<file path="src/rtl/light_conflict_monitor_if.sv">
// Light-code bus between the traffic light controller and the conflict monitor.
// The controller side is the master; the monitor is the slave.
interface light_conflict_monitor_if;
    logic [2:0] M1_in;
    logic [2:0] M2_in;
    logic [2:0] MT_in;
    logic [2:0] SR_in;
    logic       clr_fault;
    logic [2:0] M1_out;
    logic [2:0] M2_out;
    logic [2:0] MT_out;
    logic [2:0] SR_out;
    logic       fault;
    logic [2:0] fault_code;
    logic [1:0] fault_lane;

    modport master (
        output M1_in, M2_in, MT_in, SR_in, clr_fault,
        input  M1_out, M2_out, MT_out, SR_out, fault, fault_code, fault_lane
    );

    modport slave (
        input  M1_in, M2_in, MT_in, SR_in, clr_fault,
        output M1_out, M2_out, MT_out, SR_out, fault, fault_code, fault_lane
    );
endinterface

</file>
<file path="src/rtl/light_conflict_monitor.sv">
// Safety monitor between the light controller and the lamp drivers: checks encoding,
// cross-lane conflicts and per-lane sequencing, and forces flashing red on a fault.
module light_conflict_monitor #(
    parameter int MIN_AMBER     = 3,
    parameter int FAULT_PERSIST = 1,
    parameter int STARTUP_CYC   = 4,
    parameter int FLASH_HALF    = 1
) (
    input  logic                     clk,
    input  logic                     rst,
    light_conflict_monitor_if.slave  bus
);

    typedef enum logic [1:0] {
        ST_STARTUP = 2'd0,
        ST_NORMAL  = 2'd1,
        ST_FAULT   = 2'd2
    } state_e;

    localparam logic [2:0] C_GREEN = 3'b001;
    localparam logic [2:0] C_AMBER = 3'b010;
    localparam logic [2:0] C_RED   = 3'b100;
    localparam logic [2:0] C_DARK  = 3'b000;

    localparam int              RUN_W         = (MIN_AMBER < 1) ? 1 : $clog2(MIN_AMBER + 1);
    localparam logic [RUN_W-1:0] MIN_AMBER_V  = RUN_W'(MIN_AMBER);
    localparam logic [3:0]      STARTUP_LAST  = 4'(STARTUP_CYC - 1);
    localparam logic [3:0]      PERSIST_LAST  = 4'(FAULT_PERSIST - 1);
    localparam logic [3:0]      FLASH_LAST    = 4'(FLASH_HALF - 1);

    function automatic logic is_onehot(input logic [2:0] c);
        return (c == C_GREEN) || (c == C_AMBER) || (c == C_RED);
    endfunction

    // Table is five 4-bit lane groups ordered by fault code; the lowest set bit wins.
    function automatic logic [5:0] pick_first(input logic [19:0] tab);
        logic [5:0] r;
        r = 6'd0;
        for (int i = 19; i >= 0; i--) begin
            if (tab[i]) begin
                r = {1'b1, 3'(i / 4 + 1), 2'(i % 4)};
            end else begin
                r = r;
            end
        end
        return r;
    endfunction

    state_e           state_q,     state_d;
    logic [3:0]       start_cnt_q, start_cnt_d;
    logic [3:0]       pers_q,      pers_d;
    logic [3:0]       flash_cnt_q, flash_cnt_d;
    logic             flash_on_q,  flash_on_d;
    logic             fault_q,     fault_d;
    logic [2:0]       fcode_q,     fcode_d;
    logic [1:0]       flane_q,     flane_d;
    logic [2:0]       out_q  [4];
    logic [2:0]       out_d  [4];
    logic [2:0]       prev_q [4];
    logic [2:0]       prev_d [4];
    logic [RUN_W-1:0] run_q  [4];
    logic [RUN_W-1:0] run_d  [4];

    logic [2:0] in_s [4];
    logic [3:0] inv_s;
    logic [3:0] skip_s;
    logic [3:0] a2g_s;
    logic [3:0] short_s;
    logic [3:0] nr_s;
    logic [3:0] cfl_s;
    logic       sr_rule_s;
    logic       mm_rule_s;
    logic       conflict_s;
    logic [5:0] pick_s;
    logic       any_viol_s;
    logic [2:0] viol_code_s;
    logic [1:0] viol_lane_s;

    assign in_s[0] = bus.M1_in;
    assign in_s[1] = bus.M2_in;
    assign in_s[2] = bus.MT_in;
    assign in_s[3] = bus.SR_in;

    // Per-lane encoding and sequencing checks against the history registers.
    always_comb begin
        inv_s   = 4'b0000;
        skip_s  = 4'b0000;
        a2g_s   = 4'b0000;
        short_s = 4'b0000;
        nr_s    = 4'b0000;
        for (int l = 0; l < 4; l++) begin
            inv_s[l]   = !is_onehot(in_s[l]);
            nr_s[l]    = (in_s[l] != C_RED);
            skip_s[l]  = (prev_q[l] == C_GREEN) && (in_s[l] == C_RED);
            a2g_s[l]   = (prev_q[l] == C_AMBER) && (in_s[l] == C_GREEN);
            short_s[l] = (prev_q[l] == C_AMBER) && (in_s[l] != C_AMBER) && (run_q[l] < MIN_AMBER_V);
        end
    end

    // A lane is flagged for conflict only when it takes part in a violated pairing.
    assign sr_rule_s  = nr_s[3] & (|nr_s[2:0]);
    assign mm_rule_s  = nr_s[1] & nr_s[2];
    assign conflict_s = sr_rule_s | mm_rule_s;
    assign cfl_s      = {sr_rule_s, conflict_s & nr_s[2], conflict_s & nr_s[1], sr_rule_s & nr_s[0]};

    assign pick_s      = pick_first({short_s, a2g_s, skip_s, cfl_s, inv_s});
    assign any_viol_s  = pick_s[5];
    assign viol_code_s = pick_s[4:2];
    assign viol_lane_s = pick_s[1:0];

    // History follows the raw inputs in every state; the amber run saturates.
    always_comb begin
        for (int l = 0; l < 4; l++) begin
            prev_d[l] = in_s[l];
            if (in_s[l] == C_AMBER) begin
                run_d[l] = (run_q[l] == MIN_AMBER_V) ? run_q[l] : run_q[l] + RUN_W'(1);
            end else begin
                run_d[l] = '0;
            end
        end
    end

    // Mode sequencing, fault latching and lamp drive selection.
    always_comb begin
        state_d     = state_q;
        start_cnt_d = start_cnt_q;
        pers_d      = pers_q;
        flash_cnt_d = flash_cnt_q;
        flash_on_d  = flash_on_q;
        fault_d     = fault_q;
        fcode_d     = fcode_q;
        flane_d     = flane_q;
        for (int l = 0; l < 4; l++) begin
            out_d[l] = C_RED;
        end

        case (state_q)
            ST_STARTUP: begin
                pers_d = 4'd0;
                if (start_cnt_q == STARTUP_LAST) begin
                    state_d     = ST_NORMAL;
                    start_cnt_d = 4'd0;
                end else begin
                    start_cnt_d = start_cnt_q + 4'd1;
                end
            end
            ST_NORMAL: begin
                if (any_viol_s && (pers_q == PERSIST_LAST)) begin
                    state_d     = ST_FAULT;
                    pers_d      = 4'd0;
                    fault_d     = 1'b1;
                    fcode_d     = viol_code_s;
                    flane_d     = viol_lane_s;
                    flash_on_d  = 1'b1;
                    flash_cnt_d = 4'd0;
                end else begin
                    pers_d = any_viol_s ? pers_q + 4'd1 : 4'd0;
                    for (int l = 0; l < 4; l++) begin
                        out_d[l] = in_s[l];
                    end
                end
            end
            ST_FAULT: begin
                if (bus.clr_fault) begin
                    state_d     = ST_STARTUP;
                    start_cnt_d = 4'd0;
                    fault_d     = 1'b0;
                    fcode_d     = 3'd0;
                    flane_d     = 2'd0;
                    flash_on_d  = 1'b1;
                    flash_cnt_d = 4'd0;
                end else begin
                    if (flash_cnt_q == FLASH_LAST) begin
                        flash_on_d  = !flash_on_q;
                        flash_cnt_d = 4'd0;
                    end else begin
                        flash_cnt_d = flash_cnt_q + 4'd1;
                    end
                    for (int l = 0; l < 4; l++) begin
                        out_d[l] = flash_on_d ? C_RED : C_DARK;
                    end
                end
            end
            default: begin
                state_d     = ST_STARTUP;
                start_cnt_d = 4'd0;
                pers_d      = 4'd0;
            end
        endcase
    end

    // State, history and output registers.
    always_ff @(posedge clk) begin
        if (rst) begin
            state_q     <= ST_STARTUP;
            start_cnt_q <= 4'd0;
            pers_q      <= 4'd0;
            flash_cnt_q <= 4'd0;
            flash_on_q  <= 1'b1;
            fault_q     <= 1'b0;
            fcode_q     <= 3'd0;
            flane_q     <= 2'd0;
            for (int l = 0; l < 4; l++) begin
                out_q[l]  <= C_RED;
                prev_q[l] <= C_RED;
                run_q[l]  <= '0;
            end
        end else begin
            state_q     <= state_d;
            start_cnt_q <= start_cnt_d;
            pers_q      <= pers_d;
            flash_cnt_q <= flash_cnt_d;
            flash_on_q  <= flash_on_d;
            fault_q     <= fault_d;
            fcode_q     <= fcode_d;
            flane_q     <= flane_d;
            for (int l = 0; l < 4; l++) begin
                out_q[l]  <= out_d[l];
                prev_q[l] <= prev_d[l];
                run_q[l]  <= run_d[l];
            end
        end
    end

    assign bus.M1_out     = out_q[0];
    assign bus.M2_out     = out_q[1];
    assign bus.MT_out     = out_q[2];
    assign bus.SR_out     = out_q[3];
    assign bus.fault      = fault_q;
    assign bus.fault_code = fcode_q;
    assign bus.fault_lane = flane_q;

endmodule

</file>
<file path="src/flat_wrapper.sv">
// flat-port wrapper written by rule: the top's interface ports become plain ports
module light_conflict_monitor_flat 
#(
    parameter int MIN_AMBER     = 3,
    parameter int FAULT_PERSIST = 1,
    parameter int STARTUP_CYC   = 4,
    parameter int FLASH_HALF    = 1
)
  (clk, rst, bus_M1_in, bus_M2_in, bus_MT_in, bus_SR_in, bus_clr_fault, bus_M1_out, bus_M2_out, bus_MT_out, bus_SR_out, bus_fault, bus_fault_code, bus_fault_lane);
  light_conflict_monitor_if bus_i ();
  input  logic clk;
  input  logic rst;
  input wire logic [$bits(bus_i.M1_in)-1:0] bus_M1_in;
  input wire logic [$bits(bus_i.M2_in)-1:0] bus_M2_in;
  input wire logic [$bits(bus_i.MT_in)-1:0] bus_MT_in;
  input wire logic [$bits(bus_i.SR_in)-1:0] bus_SR_in;
  input wire logic [$bits(bus_i.clr_fault)-1:0] bus_clr_fault;
  output wire logic [$bits(bus_i.M1_out)-1:0] bus_M1_out;
  output wire logic [$bits(bus_i.M2_out)-1:0] bus_M2_out;
  output wire logic [$bits(bus_i.MT_out)-1:0] bus_MT_out;
  output wire logic [$bits(bus_i.SR_out)-1:0] bus_SR_out;
  output wire logic [$bits(bus_i.fault)-1:0] bus_fault;
  output wire logic [$bits(bus_i.fault_code)-1:0] bus_fault_code;
  output wire logic [$bits(bus_i.fault_lane)-1:0] bus_fault_lane;
  assign bus_i.M1_in = bus_M1_in;
  assign bus_i.M2_in = bus_M2_in;
  assign bus_i.MT_in = bus_MT_in;
  assign bus_i.SR_in = bus_SR_in;
  assign bus_i.clr_fault = bus_clr_fault;
  assign bus_M1_out = bus_i.M1_out;
  assign bus_M2_out = bus_i.M2_out;
  assign bus_MT_out = bus_i.MT_out;
  assign bus_SR_out = bus_i.SR_out;
  assign bus_fault = bus_i.fault;
  assign bus_fault_code = bus_i.fault_code;
  assign bus_fault_lane = bus_i.fault_lane;
  light_conflict_monitor #(.MIN_AMBER(MIN_AMBER), .FAULT_PERSIST(FAULT_PERSIST), .STARTUP_CYC(STARTUP_CYC), .FLASH_HALF(FLASH_HALF)) u_core (.clk(clk), .rst(rst), .bus(bus_i));
endmodule
</file>
<file path="config.mk">
export PLATFORM = sky130hd
export DESIGN_NAME = light_conflict_monitor_flat
export DESIGN_NICKNAME = d
export VERILOG_FILES = /design/src/rtl/light_conflict_monitor_if.sv /design/src/rtl/light_conflict_monitor.sv /design/src/flat_wrapper.sv
export SDC_FILE = /design/constraint.sdc
export NUM_CORES = 1
export LEC_CHECK = 0
export ABC_CLOCK_PERIOD_IN_PS = 3200
export CORE_MARGIN = 3
export CORE_UTILIZATION = 46
export CTS_CLUSTER_DIAMETER = 120
export DETAILED_ROUTE_END_ITERATION = 8
export PLACE_DENSITY = 0.65
export RECOVER_POWER = 50
export SLEW_MARGIN = 20
export SYNTH_ARGS = -nofsm -noshare
export SYNTH_HDL_FRONTEND = slang
export SYNTH_SLANG_ARGS = --single-unit
</file>
<file path="constraint.sdc">
create_clock -name clk -period 3.2 [get_ports clk]
set_input_delay 0.32 -clock clk [delete_from_list [all_inputs] [get_ports clk]]
set_output_delay 0.32 -clock clk [all_outputs]
set_load 0.05 [all_outputs]
</file>
==> metrics.txt <==
leading post-synthesis cells by cell area=dfxtp_1, ha_1, nor2_1, nand2_1, a21oi_1; clock root buffer master=clkbuf_8; critical path data required time=between 3 and 4 ns; slew at the pin closest to its max-slew limit=between 0.6 and 0.7 ns; via count=around 2300; largest net degree at the start of global routing=17; R2R Setup Slk=0.63 ns; area of the mapped netlist=2816 µm²; first-pass GRT wire length=~11 mm; # hold bufs at CTS=0; Post-synth EDFFs=0; DIE AREA=between 7000 and 8000 µm²; Synth Area per Inst=a little under 9 µm²; post-synthesis cell type count=between 60 and 70; Initial Util=0.4933; total power=around 1.8 mW; largest incremental delay on the critical path=0.57 ns; Setup Viol. Count Final=0; leading post-synthesis cells by instance count=dfxtp_1, nor2_1, nand2_1; ys async rst share=0; kind of critical path=input port to flop; Clock Tree Buf Depth=2; register area share after synthesis=0.3767; GR Overflow Total=0; area of the multi-input gates=~1600 µm²; Syn Inst Count=325; CP max FO=9; maximum VDD drop=about 0.34 mV; FILL cells=between 500 and 600; CP arrival=slightly below 3 ns; Final Hold Viols=0; Hold Crit Class=flop to flop; Critical Path, Cell by Cell=clkdlybuf4s50_1 > nor3b_2 > o21ai_1 > nor4b_2 > buf_4 > and3_4 > a21oi_2 > nor3_2 > and2_1; min cycle time layout=2.635 ns; RSZ-0062 raised after global routing=false; Die X=roughly 84 µm; slowest stage cell, crit path=clkdlybuf4s50_1; vias per std cell=5.448; Num CTS Buffers=5; Die H=approximately 84 µm; hpwl dp=between 4 and 5 mm; ANT nets after route=0; fin crit share=0.8235; uppermost layer routed=met4; drc violations=0; vias in the first global route=between 2000 and 2500; Leak=roughly 1.3 nW; Sink Count=53; initial antenna violation count=0; std cell rows=27; worst flop-to-flop path startpoint=u_core.run_q[2][0]$_SDFFE_PP0N_; drt first pass iters=4; Post-Route Setup TNS=0 ns; metal1 wirelength=3.160 mm; worst r2r path cells=8; depth of the CTS H-tree=2; Syn. warnings=0; run status=complete, no violations; Ant. Diodes=0; Most used DFF post-synth=dfxtp_1; Pins Over Slew Limit=0; top-count cell post-synth=dfxtp_1; nets=385; layout cell share with drive strength beyond 1=0.1086; crit end category=flop; Max Freq=about 380 MHz; post-synth top area cell=dfxtp_1; DR iter-0 viols=about 220; crit path launch=bus_M2_in[0]; crit start category=input port; GRT Total Usage=0.1820; WL met3=between 300 and 400 µm; num ports=33; Placer Congestion=0.8324; clock latency on the worst-skew pair=around 0.3 ns; Buffers on Ports=32; DRT Wirelength=between 6 and 7 mm; Worst-path clk slew=~0.1 ns; setup bufs post-CTS=0; core region area=roughly 5700 µm²; CTS resizes=0; area added between synthesis and finish=17.24%; CTS tree=built; Synth top area share=0.3767; FF+latch count, synth=53; Power Density=roughly 540 nW/µm²; Reg-to-Reg End=u_core.pers_q[2]$_SDFFE_PP0N_; register area=1061 µm²; Setup Skew=0.004819 ns; synthesized net count=352; Max Cap Viol=0; routed wl met2=2.543 mm; crit path to=u_core.out_q[2][0]$_SDFF_PP0_; drt wl/cell=~14 µm; Slew HR=0.5973
## cell usage in the layout, fill, tap and decap left out, types with 4 or more instances in the layout
cell,synthesis,final
o21ai_0,13,13
inv_1,14,14
mux2i_1,5,5
or2_2,6,6
nor3_1,10,10
a22oi_1,4,4
nand3_1,11,11
nor2_1,36,36
clkdlybuf4s50_1,0,16
a21oi_1,18,18
xnor2_1,4,4
and2_1,8,8
nor2b_1,10,10
clkbuf_8,0,5
ha_1,12,12
dfxtp_1,53,53
nand2_1,27,27
buf_4,1,5
xor2_1,5,5
nor3b_1,5,5
or3_1,4,4
nand2b_1,7,7
dlygate4sd3_1,0,16
## how the worst min path moves through the flow
stage	slack (ns)	depth (start not counted)	end	start
5_1_grt	0.52	2	u_core.start_cnt_q[1]$_SDFFE_PP0P_	u_core.start_cnt_q[1]$_SDFFE_PP0P_
3_5_place_dp	0.45	2	u_core.bus.fault_code[2]$_SDFFE_PP0P_	u_core.bus.fault_code[2]$_SDFFE_PP0P_
2_1_floorplan	0.43	1	u_core.prev_q[0][11]$_SDFF_PP1_	bus_SR_in[2]
4_1_cts	0.47	2	u_core.bus.fault_code[2]$_SDFFE_PP0P_	u_core.bus.fault_code[2]$_SDFFE_PP0P_
3_3_place_gp	0.45	2	u_core.bus.fault_code[2]$_SDFFE_PP0P_	u_core.bus.fault_code[2]$_SDFFE_PP0P_
6_report	0.47	2	u_core.bus.fault_code[2]$_SDFFE_PP0P_	u_core.bus.fault_code[2]$_SDFFE_PP0P_
## state kept, by name (all words and copies together) (netlist names)
register               count
u_core.state_q             2
u_core.out_q              12
u_core.bus.fault           1
u_core.bus.fault_lane      2
u_core.prev_q             12
u_core.flash_on_q          1
u_core.pers_q              4
u_core.start_cnt_q         4
u_core.bus.fault_code      3
u_core.run_q               8
u_core.flash_cnt_q         4
## where the power goes
part           leakage [nW]  internal, mW  switching [mW]  total [mW]
sequential            0.432         0.723          0.0334       0.756
clock                0.0374         0.155           0.219       0.373
combinational         0.782         0.235           0.429       0.664
total                  1.25          1.11           0.681        1.79
## per-stage QoR
| stage | util | hold WS [ns] | setup WS, ns | cell area (µm²) | cells |
|---|---|---|---|---|---|
| after CTS | 0.5797 | 0.4715 | 0.5406 | 3309 | 431 |
| after global routing | 0.5783 | 0.5225 | 0.3070 | 3302 | 431 |
| final | 0.5783 | 0.4740 | 0.5647 | 3302 | 431 |
| after global placement | 0.5643 | 0.4539 | 0.2560 | 3222 | 423 |
| after floorplan | - | 0.4266 | 0.8746 | 2816 | 325 |
| after detailed placement | 0.5643 | 0.4478 | 0.2312 | 3222 | 423 |
## cell type report
| type | count | area share |
|---|---|---|
| sequential | 53 | 0.3213 |
| timing repair buffer | 39 | 0.1106 |
| multi-input combinational | 245 | 0.4983 |
| tap | 72 | 0.02728 |
| inverter | 14 | 0.01592 |
| clock inverter | 2 | 0.004547 |
| clock buffer | 6 | 0.02198 |
## critical path, delay by kind of cell
| family | cells | cell delay, ns |
|---|---|---|
| AOI/OAI and AO/OA | 2 | 0.27 |
| buffers and inverters | 2 | 0.75 |
| and+or+nand+nor | 5 | 1.54 |
## metal layers
layer | up-vias | global-route usage
met5 | - | 0
met4 | 0 | 0.03947
met3 | 5 | 0.03827
met2 | 62 | 0.2568
met1 | 1064 | 0.2816
li1 | 1217 | -
## kinds of logic (layout without fill, tap and decap cells)
logic type,count (synthesis),in the layout,share of synthesized area
flip-flops,53,53,0.3767
adder cells (fa/ha/maj),12,12,0.05331
XOR/XNOR,9,9,0.02799
AND/OR/NAND/NOR,152,152,0.3154
buffers and inverters,27,61,0.03909
AO/OA/AOI/OAI,67,67,0.1697
multiplexers,5,5,0.01777
Power figures use the tool's default switching activity.
